==> src/rtl/retire_trace_monitor.sv <==
// Retire trace monitor: captures register-file writes of a single-cycle core into a
// trace FIFO and detects program end or timeout. Define TRACE_CHECKSUM_EN for a checksum port.
module retire_trace_monitor #(
  parameter int unsigned DEPTH          = 16,
  parameter logic [31:0] NOP_WORD       = 32'h0000_0013,
  parameter int unsigned END_COUNT      = 2,
  parameter int unsigned TIMEOUT_CYCLES = 100000
) (
  input  logic        clk,
  input  logic        reset,
  input  logic        start,
  input  logic [31:0] instr,
  input  logic [31:0] pc,
  input  logic        reg_write,
  input  logic [4:0]  rd,
  input  logic [31:0] wb_data,
  input  logic        trace_ready,
  output logic        trace_valid,
  output logic [4:0]  trace_rd,
  output logic [31:0] trace_data,
  output logic [31:0] trace_pc,
  output logic        done,
  output logic        timeout,
  output logic        overflow,
`ifdef TRACE_CHECKSUM_EN
  output logic [31:0] checksum,
`endif
  output logic [31:0] retired_count,
  output logic [31:0] cycle_count
);

  localparam int unsigned AW = $clog2(DEPTH);
  localparam int unsigned CW = AW + 1;
  localparam int unsigned NW = $clog2(END_COUNT + 1);
  localparam logic [CW-1:0] FULL_CNT     = CW'(DEPTH);
  localparam logic [NW:0]   END_CNT      = (NW + 1)'(END_COUNT);
  localparam logic [31:0]   TIMEOUT_LAST = 32'(TIMEOUT_CYCLES - 1);

  typedef enum logic [2:0] {
    S_IDLE  = 3'd0,
    S_RUN   = 3'd1,
    S_DRAIN = 3'd2,
    S_DONE  = 3'd3,
    S_TOUT  = 3'd4
  } state_t;

  state_t        state_r, state_next_s;
  logic [CW-1:0] count_r;
  logic [AW-1:0] wr_ptr_r, rd_ptr_r;
  logic [31:0]   mem_pc_r   [DEPTH];
  logic [4:0]    mem_rd_r   [DEPTH];
  logic [31:0]   mem_data_r [DEPTH];
  logic [NW-1:0] nop_cnt_r;
  logic [31:0]   cycle_cnt_r, retired_cnt_r, checksum_r;
  logic          done_r, timeout_r, overflow_r;

  logic          run_s, is_nop_s, end_hit_s, nonempty_s, full_s;
  logic          pop_s, push_req_s, push_ok_s, drop_s, drain_empty_s;
  logic [NW:0]   nop_plus_s;

  // Counters stop at all-ones instead of wrapping.
  function automatic logic [31:0] sat_inc(input logic [31:0] v);
    if (v == 32'hFFFF_FFFF) begin
      sat_inc = v;
    end else begin
      sat_inc = v + 32'd1;
    end
  endfunction

  // State register.
  always_ff @(posedge clk) begin
    if (reset) begin
      state_r <= S_IDLE;
    end else begin
      state_r <= state_next_s;
    end
  end

  // Next-state logic; end-of-program detection wins over timeout.
  always_comb begin
    state_next_s = state_r;
    case (state_r)
      S_IDLE:  state_next_s = start ? S_RUN : S_IDLE;
      S_RUN: begin
        if (end_hit_s) begin
          state_next_s = S_DRAIN;
        end else if (cycle_cnt_r == TIMEOUT_LAST) begin
          state_next_s = S_TOUT;
        end else begin
          state_next_s = S_RUN;
        end
      end
      S_DRAIN: state_next_s = drain_empty_s ? S_DONE : S_DRAIN;
      S_DONE:  state_next_s = S_DONE;
      S_TOUT:  state_next_s = S_TOUT;
      default: state_next_s = S_IDLE;
    endcase
  end

  // Per-state control decode and FIFO handshake qualification.
  always_comb begin
    run_s      = 1'b0;
    push_req_s = 1'b0;
    end_hit_s  = 1'b0;
    is_nop_s   = (instr == NOP_WORD);
    nop_plus_s = {1'b0, nop_cnt_r} + {{NW{1'b0}}, 1'b1};
    nonempty_s = (count_r != {CW{1'b0}});
    full_s     = (count_r == FULL_CNT);
    pop_s      = nonempty_s && trace_ready;
    case (state_r)
      S_RUN: begin
        run_s      = 1'b1;
        push_req_s = reg_write && (rd != 5'd0);
        end_hit_s  = is_nop_s && (nop_plus_s == END_CNT);
      end
      default: begin
        run_s      = 1'b0;
        push_req_s = 1'b0;
        end_hit_s  = 1'b0;
      end
    endcase
    // A full FIFO still accepts a push when the head leaves in the same cycle.
    push_ok_s     = push_req_s && (!full_s || pop_s);
    drop_s        = push_req_s && full_s && !pop_s;
    drain_empty_s = !nonempty_s || ((count_r == {{(CW-1){1'b0}}, 1'b1}) && pop_s);
  end

  // FIFO pointers and occupancy.
  always_ff @(posedge clk) begin
    if (reset) begin
      wr_ptr_r <= {AW{1'b0}};
      rd_ptr_r <= {AW{1'b0}};
      count_r  <= {CW{1'b0}};
    end else begin
      if (push_ok_s) begin
        wr_ptr_r <= wr_ptr_r + {{(AW-1){1'b0}}, 1'b1};
      end
      if (pop_s) begin
        rd_ptr_r <= rd_ptr_r + {{(AW-1){1'b0}}, 1'b1};
      end
      case ({push_ok_s, pop_s})
        2'b10:   count_r <= count_r + {{(CW-1){1'b0}}, 1'b1};
        2'b01:   count_r <= count_r - {{(CW-1){1'b0}}, 1'b1};
        default: count_r <= count_r;
      endcase
    end
  end

  // FIFO storage.
  always_ff @(posedge clk) begin
    if (push_ok_s) begin
      mem_pc_r[wr_ptr_r]   <= pc;
      mem_rd_r[wr_ptr_r]   <= rd;
      mem_data_r[wr_ptr_r] <= wb_data;
    end
  end

  // Run counters, NOP run length, checksum and sticky status flags.
  always_ff @(posedge clk) begin
    if (reset) begin
      cycle_cnt_r   <= 32'd0;
      retired_cnt_r <= 32'd0;
      nop_cnt_r     <= {NW{1'b0}};
      checksum_r    <= 32'd0;
      done_r        <= 1'b0;
      timeout_r     <= 1'b0;
      overflow_r    <= 1'b0;
    end else begin
      if ((state_r == S_IDLE) && start) begin
        cycle_cnt_r   <= 32'd0;
        retired_cnt_r <= 32'd0;
        nop_cnt_r     <= {NW{1'b0}};
        checksum_r    <= 32'd0;
      end else if (run_s) begin
        cycle_cnt_r <= sat_inc(cycle_cnt_r);
        if (is_nop_s) begin
          nop_cnt_r <= nop_plus_s[NW-1:0];
        end else begin
          nop_cnt_r     <= {NW{1'b0}};
          retired_cnt_r <= sat_inc(retired_cnt_r);
        end
        if (push_ok_s) begin
          checksum_r <= checksum_r + wb_data;
        end
      end
      if (state_next_s == S_DONE) begin
        done_r <= 1'b1;
      end
      if (state_next_s == S_TOUT) begin
        timeout_r <= 1'b1;
      end
      if (drop_s) begin
        overflow_r <= 1'b1;
      end
    end
  end

  // Head is shown straight from storage; zeroed while empty so reset clears every output.
  assign trace_valid   = nonempty_s;
  assign trace_rd      = nonempty_s ? mem_rd_r[rd_ptr_r]   : 5'd0;
  assign trace_data    = nonempty_s ? mem_data_r[rd_ptr_r] : 32'd0;
  assign trace_pc      = nonempty_s ? mem_pc_r[rd_ptr_r]   : 32'd0;
  assign done          = done_r;
  assign timeout       = timeout_r;
  assign overflow      = overflow_r;
  assign retired_count = retired_cnt_r;
  assign cycle_count   = cycle_cnt_r;
`ifdef TRACE_CHECKSUM_EN
  assign checksum      = checksum_r;
`else
  logic unused_checksum_s;
  assign unused_checksum_s = ^checksum_r;
`endif

endmodule

==> config.mk <==
export PLATFORM = sky130hd
export DESIGN_NAME = retire_trace_monitor
export DESIGN_NICKNAME = d
export VERILOG_FILES = /design/src/rtl/retire_trace_monitor.sv
export SDC_FILE = /design/constraint.sdc
export NUM_CORES = 1
export LEC_CHECK = 0
export CORE_MARGIN = 10
export CORE_UTILIZATION = 40
export DETAILED_ROUTE_END_ITERATION = 7
export DONT_BUFFER_PORTS = 1
export PLACE_DENSITY_LB_ADDON = 0.08
export SLEW_MARGIN = 30
export SYNTH_ARGS = -nofsm -noshare
export SYNTH_HDL_FRONTEND = slang
export SYNTH_SLANG_ARGS = --single-unit
==> constraint.sdc <==
create_clock -name clk -period 9.25 [get_ports clk]
set_clock_uncertainty 0.2 [all_clocks]
set_input_delay 1.3875 -clock clk [delete_from_list [all_inputs] [get_ports clk]]
set_output_delay 1.3875 -clock clk [all_outputs]
set_load 0.02 [all_outputs]
==> impl_metrics.tcl <==
set metrics [dict create \
    post-cts-setup-buffers 0 \
    drive_above_1_share_pct 25.0 \
    die_w_um 362 \
    wirelength_met1_mm 48.5 \
    grt_max_degree 112 \
    ys_top_cells_by_count "1104 x edfxtp_1, 345 x mux4_2, 89 x dfxtp_1" \
    avgSynthCellArea_um2 21.1 \
    syn_area_mm2 0.0467 \
    synth_area_leader_cell "edfxtp_1" \
    r2r_cells 7 \
    rows 125 \
    wire_per_inst_um 29.6 \
    yosysUniqueCellTypes 66 \
    clockPowerShare_pct 38.2 \
    ys_seq_elements 1193 \
    min_to "nop_cnt_r[1]" \
    ios 243 \
    syn2layout_area_growth_pct 12.8 \
    power_frac_seq_pct 46.6 \
    timing.rr.end "mem_data_r[14][28]" \
    maxCapViolCount 0 \
    wl_met3_mm 6.96 \
    drtIter0Drc 1769 \
    yosysWarnings 0 \
    dieArea_mm2 0.131 \
    clock_latency_ns 0.72 \
    hold_depth 2 \
    root_buffer "clkbuf_16" \
    hold_class "reg2reg" \
    synthDominantCellAreaShare_pct 70.9 \
    fill_cells 9755 \
    dieHeight_um 362 \
    status "finished, final reports clean" \
    end_kind "output pin" \
    final.setup.tns_ns 0 \
    dr.max_layer_used "met4" \
    ys_seq_area_share_pct 74.8 \
    min_period_ns 5.56 \
    ctsLongestPathBuffers 3 \
    fp.coreArea_mm2 0.116 \
    fin_area_mm2 0.0527 \
    crit_fanout 54 \
    route.detailed.drc 0 \
    ctsHoldBuffers 0 \
    dr.pass1.iters 5 \
    seqCellArea_mm2 0.0349 \
    postPlaceCellArea_mm2 0.0487 \
    hold-worst-slack_ns 0.326 \
    dp_slack_ns 4.27 \
    synth.area.top_cells "edfxtp_1 71%, mux4_2 17%, dfxtp_1 3.8%" \
    viasPerCell 5.73 \
    cts.clk_slew.worst_paths_ns 0.06 \
    cts_sinks 1193 \
    synth_most_common_cell "edfxtp_1" \
    antenna_left 0 \
    multiInputGateArea_mm2 0.0113 \
    p_switching_mw 3.19 \
    grt_pass1_wl_mm 168 \
    fin_crit_sh_pct 60.1 \
    intPower_mw 9.73 \
    setup_viol 0 \
    hp-start "nop_cnt_r[1]" \
    antenna_found_initial 3 \
    met2_length_mm 57.1 \
    switching_share_pct 24.7 \
    synthFlopType "edfxtp_1" \
    worstPathRequired_ns 7.66 \
    worstMarginPinSlew_ns 0.921 \
    rsz0062_at_grt "false" \
    leakagePower_nw 15.6 \
    cts_max_level 4 \
    synth-edff-count 1104 \
    worstSetupPathType "reg2out" \
    drv_slew 0 \
    final-hold-violation-count 0 \
    grt_pass1_vias 23600 \
    startpoint_type "flip-flop" \
    grt_usage_pct 17.5 \
    crit_arrival_ns 3.97 \
    start_util_pct 40.3 \
    synthCells 2210 \
    reg2reg_setup_slack_ns 4.94 \
    max_freq_ghz 0.180 \
    numCtsBuffers 132 \
    overflow 0 \
    relSlewSlack_pct 38.6 \
    vias 22289 \
    p_per_area_mw_per_mm2 245 \
    syn-num-nets 2328 \
    routed_wl_mm 115 \
    p_total_mw 12.9 \
    comb_power_share_pct 15.2 \
    io_buffers 0 \
    layout_setup_ws_ns 3.69 \
    synthArstFlopShare_pct 0 \
    nNetsFinal 2387 \
    r2r_start "state_r[0]" \
    place.gp.congestion 0.809 \
    cts.repair.resized 0 \
    cts_tree "yes" \
    vdd_drop_max_mv 0.169 \
    dp_hpwl_mm 61.3 \
]
power by group through the flow:
stage | clock, mW | sequential (mW) | combinational [mW]
floorplan | 0 | 6.07 | 1.58
global placement | 0 | 6.13 | 2.00
detailed placement | 0 | 6.13 | 2.02
CTS | 5.07 | 6.02 | 2.02
global route | 5.28 | 6.02 | 2.12
finish | 4.94 | 6.01 | 1.97
cells by family (layout without fill, tap and decap cells):
| family | Yosys count | after routing | synth area share [%] |
|---|---|---|---|
| AND/OR/NAND/NOR | 376 | 376 | 4.68 |
| multiplexers | 355 | 355 | 16.8 |
| XOR/XNOR | 18 | 18 | 0.337 |
| buffers and inverters | 129 | 281 | 1.26 |
| AO/OA/AOI/OAI | 127 | 127 | 1.80 |
| other | 0 | 1 | 0 |
| flip-flops | 1193 | 1193 | 74.8 |
| adder cells (fa/ha/maj) | 12 | 12 | 0.321 |
area by class of cell:
cell class | count | share of cell area (%)
repair buffers | 42 | 0.878
multi-input cells | 888 | 21.5
clock inverters | 53 | 0.769
diodes | 1 | 0.00475
inverters | 12 | 0.0854
flip-flops and latches | 1193 | 66.3
well taps | 1524 | 3.62
clock buffers | 174 | 6.88
per-layer routing:
| metal | vias to the layer above | global-route usage (%) |
|---|---|---|
| li1 | 9461 | - |
| met1 | 12115 | 22.8 |
| met2 | 543 | 28.8 |
| met3 | 170 | 4.38 |
| met4 | 0 | 5.42 |
| met5 | - | 0 |
flip-flops by register name, indices dropped and copies added, names as in the netlist, 2 cells and up, named ones only:
register,cells
retired_count,32
mem_pc_r,512
mem_data_r,512
wr_ptr_r,4
state_r,3
mem_rd_r,80
nop_cnt_r,2
cycle_count,32
count_r,5
rd_ptr_r,4
placed cells by master (no fill, tap or decap), types with 6 or more instances in the layout:
cell type and instances:
edfxtp_1 1104, mux4_2 345, clkbuf_16 138, dfxtp_1 85, and2_1 76, nand2_1 53, a21oi_1 47, nor2_1 42
nand3_1 33, clkbuf_1 32, nand4_1 31, or4_1 30, clkinv_1 27, o31ai_1 24, nor4_1 23, buf_4 23
clkinv_2 15, xnor2_1 14, or3_1 13, nor2_4 13, inv_1 12, ha_1 12, buf_6 12, nor3_1 11
o21ai_0 10, nand2b_1 9, mux2i_1 9, and3_1 8, and4_1 7, nor4b_1 6, bufinv_16 6
stage by stage:
| stage | utilization (%) | std cells |
|---|---|---|
| after CTS | 45.4 | 3884 |
| after floorplan | - | 2210 |
| final | 45.4 | 3887 |
| after global placement | 41.8 | 3655 |
| after global routing | 45.4 | 3886 |
| after detailed placement | 41.9 | 3657 |
worst max-delay path, cell delays in order (launching register included):
cell	delay [ns]
dfxtp_4	0.85
buf_12	0.46
buf_16	0.42
mux4_2	0.62
mux4_2	0.53
and2_1	0.26
how the worst max path moves through the flow:
stage	startpoint	endpoint	slack (ns)	cells after the start
floorplan	rd[1]	mem_data_r[0][0]	1.73	6
global placement	rd[1]	mem_pc_r[3][11]	4.24	6
detailed placement	flip-flop	trace_data[4]	4.27	5
CTS	flip-flop	trace_data[4]	3.47	5
global route	flip-flop	trace_data[7]	3.37	5
finish	flip-flop	trace_data[7]	3.69	5
Power figures use the tool's default switching activity.
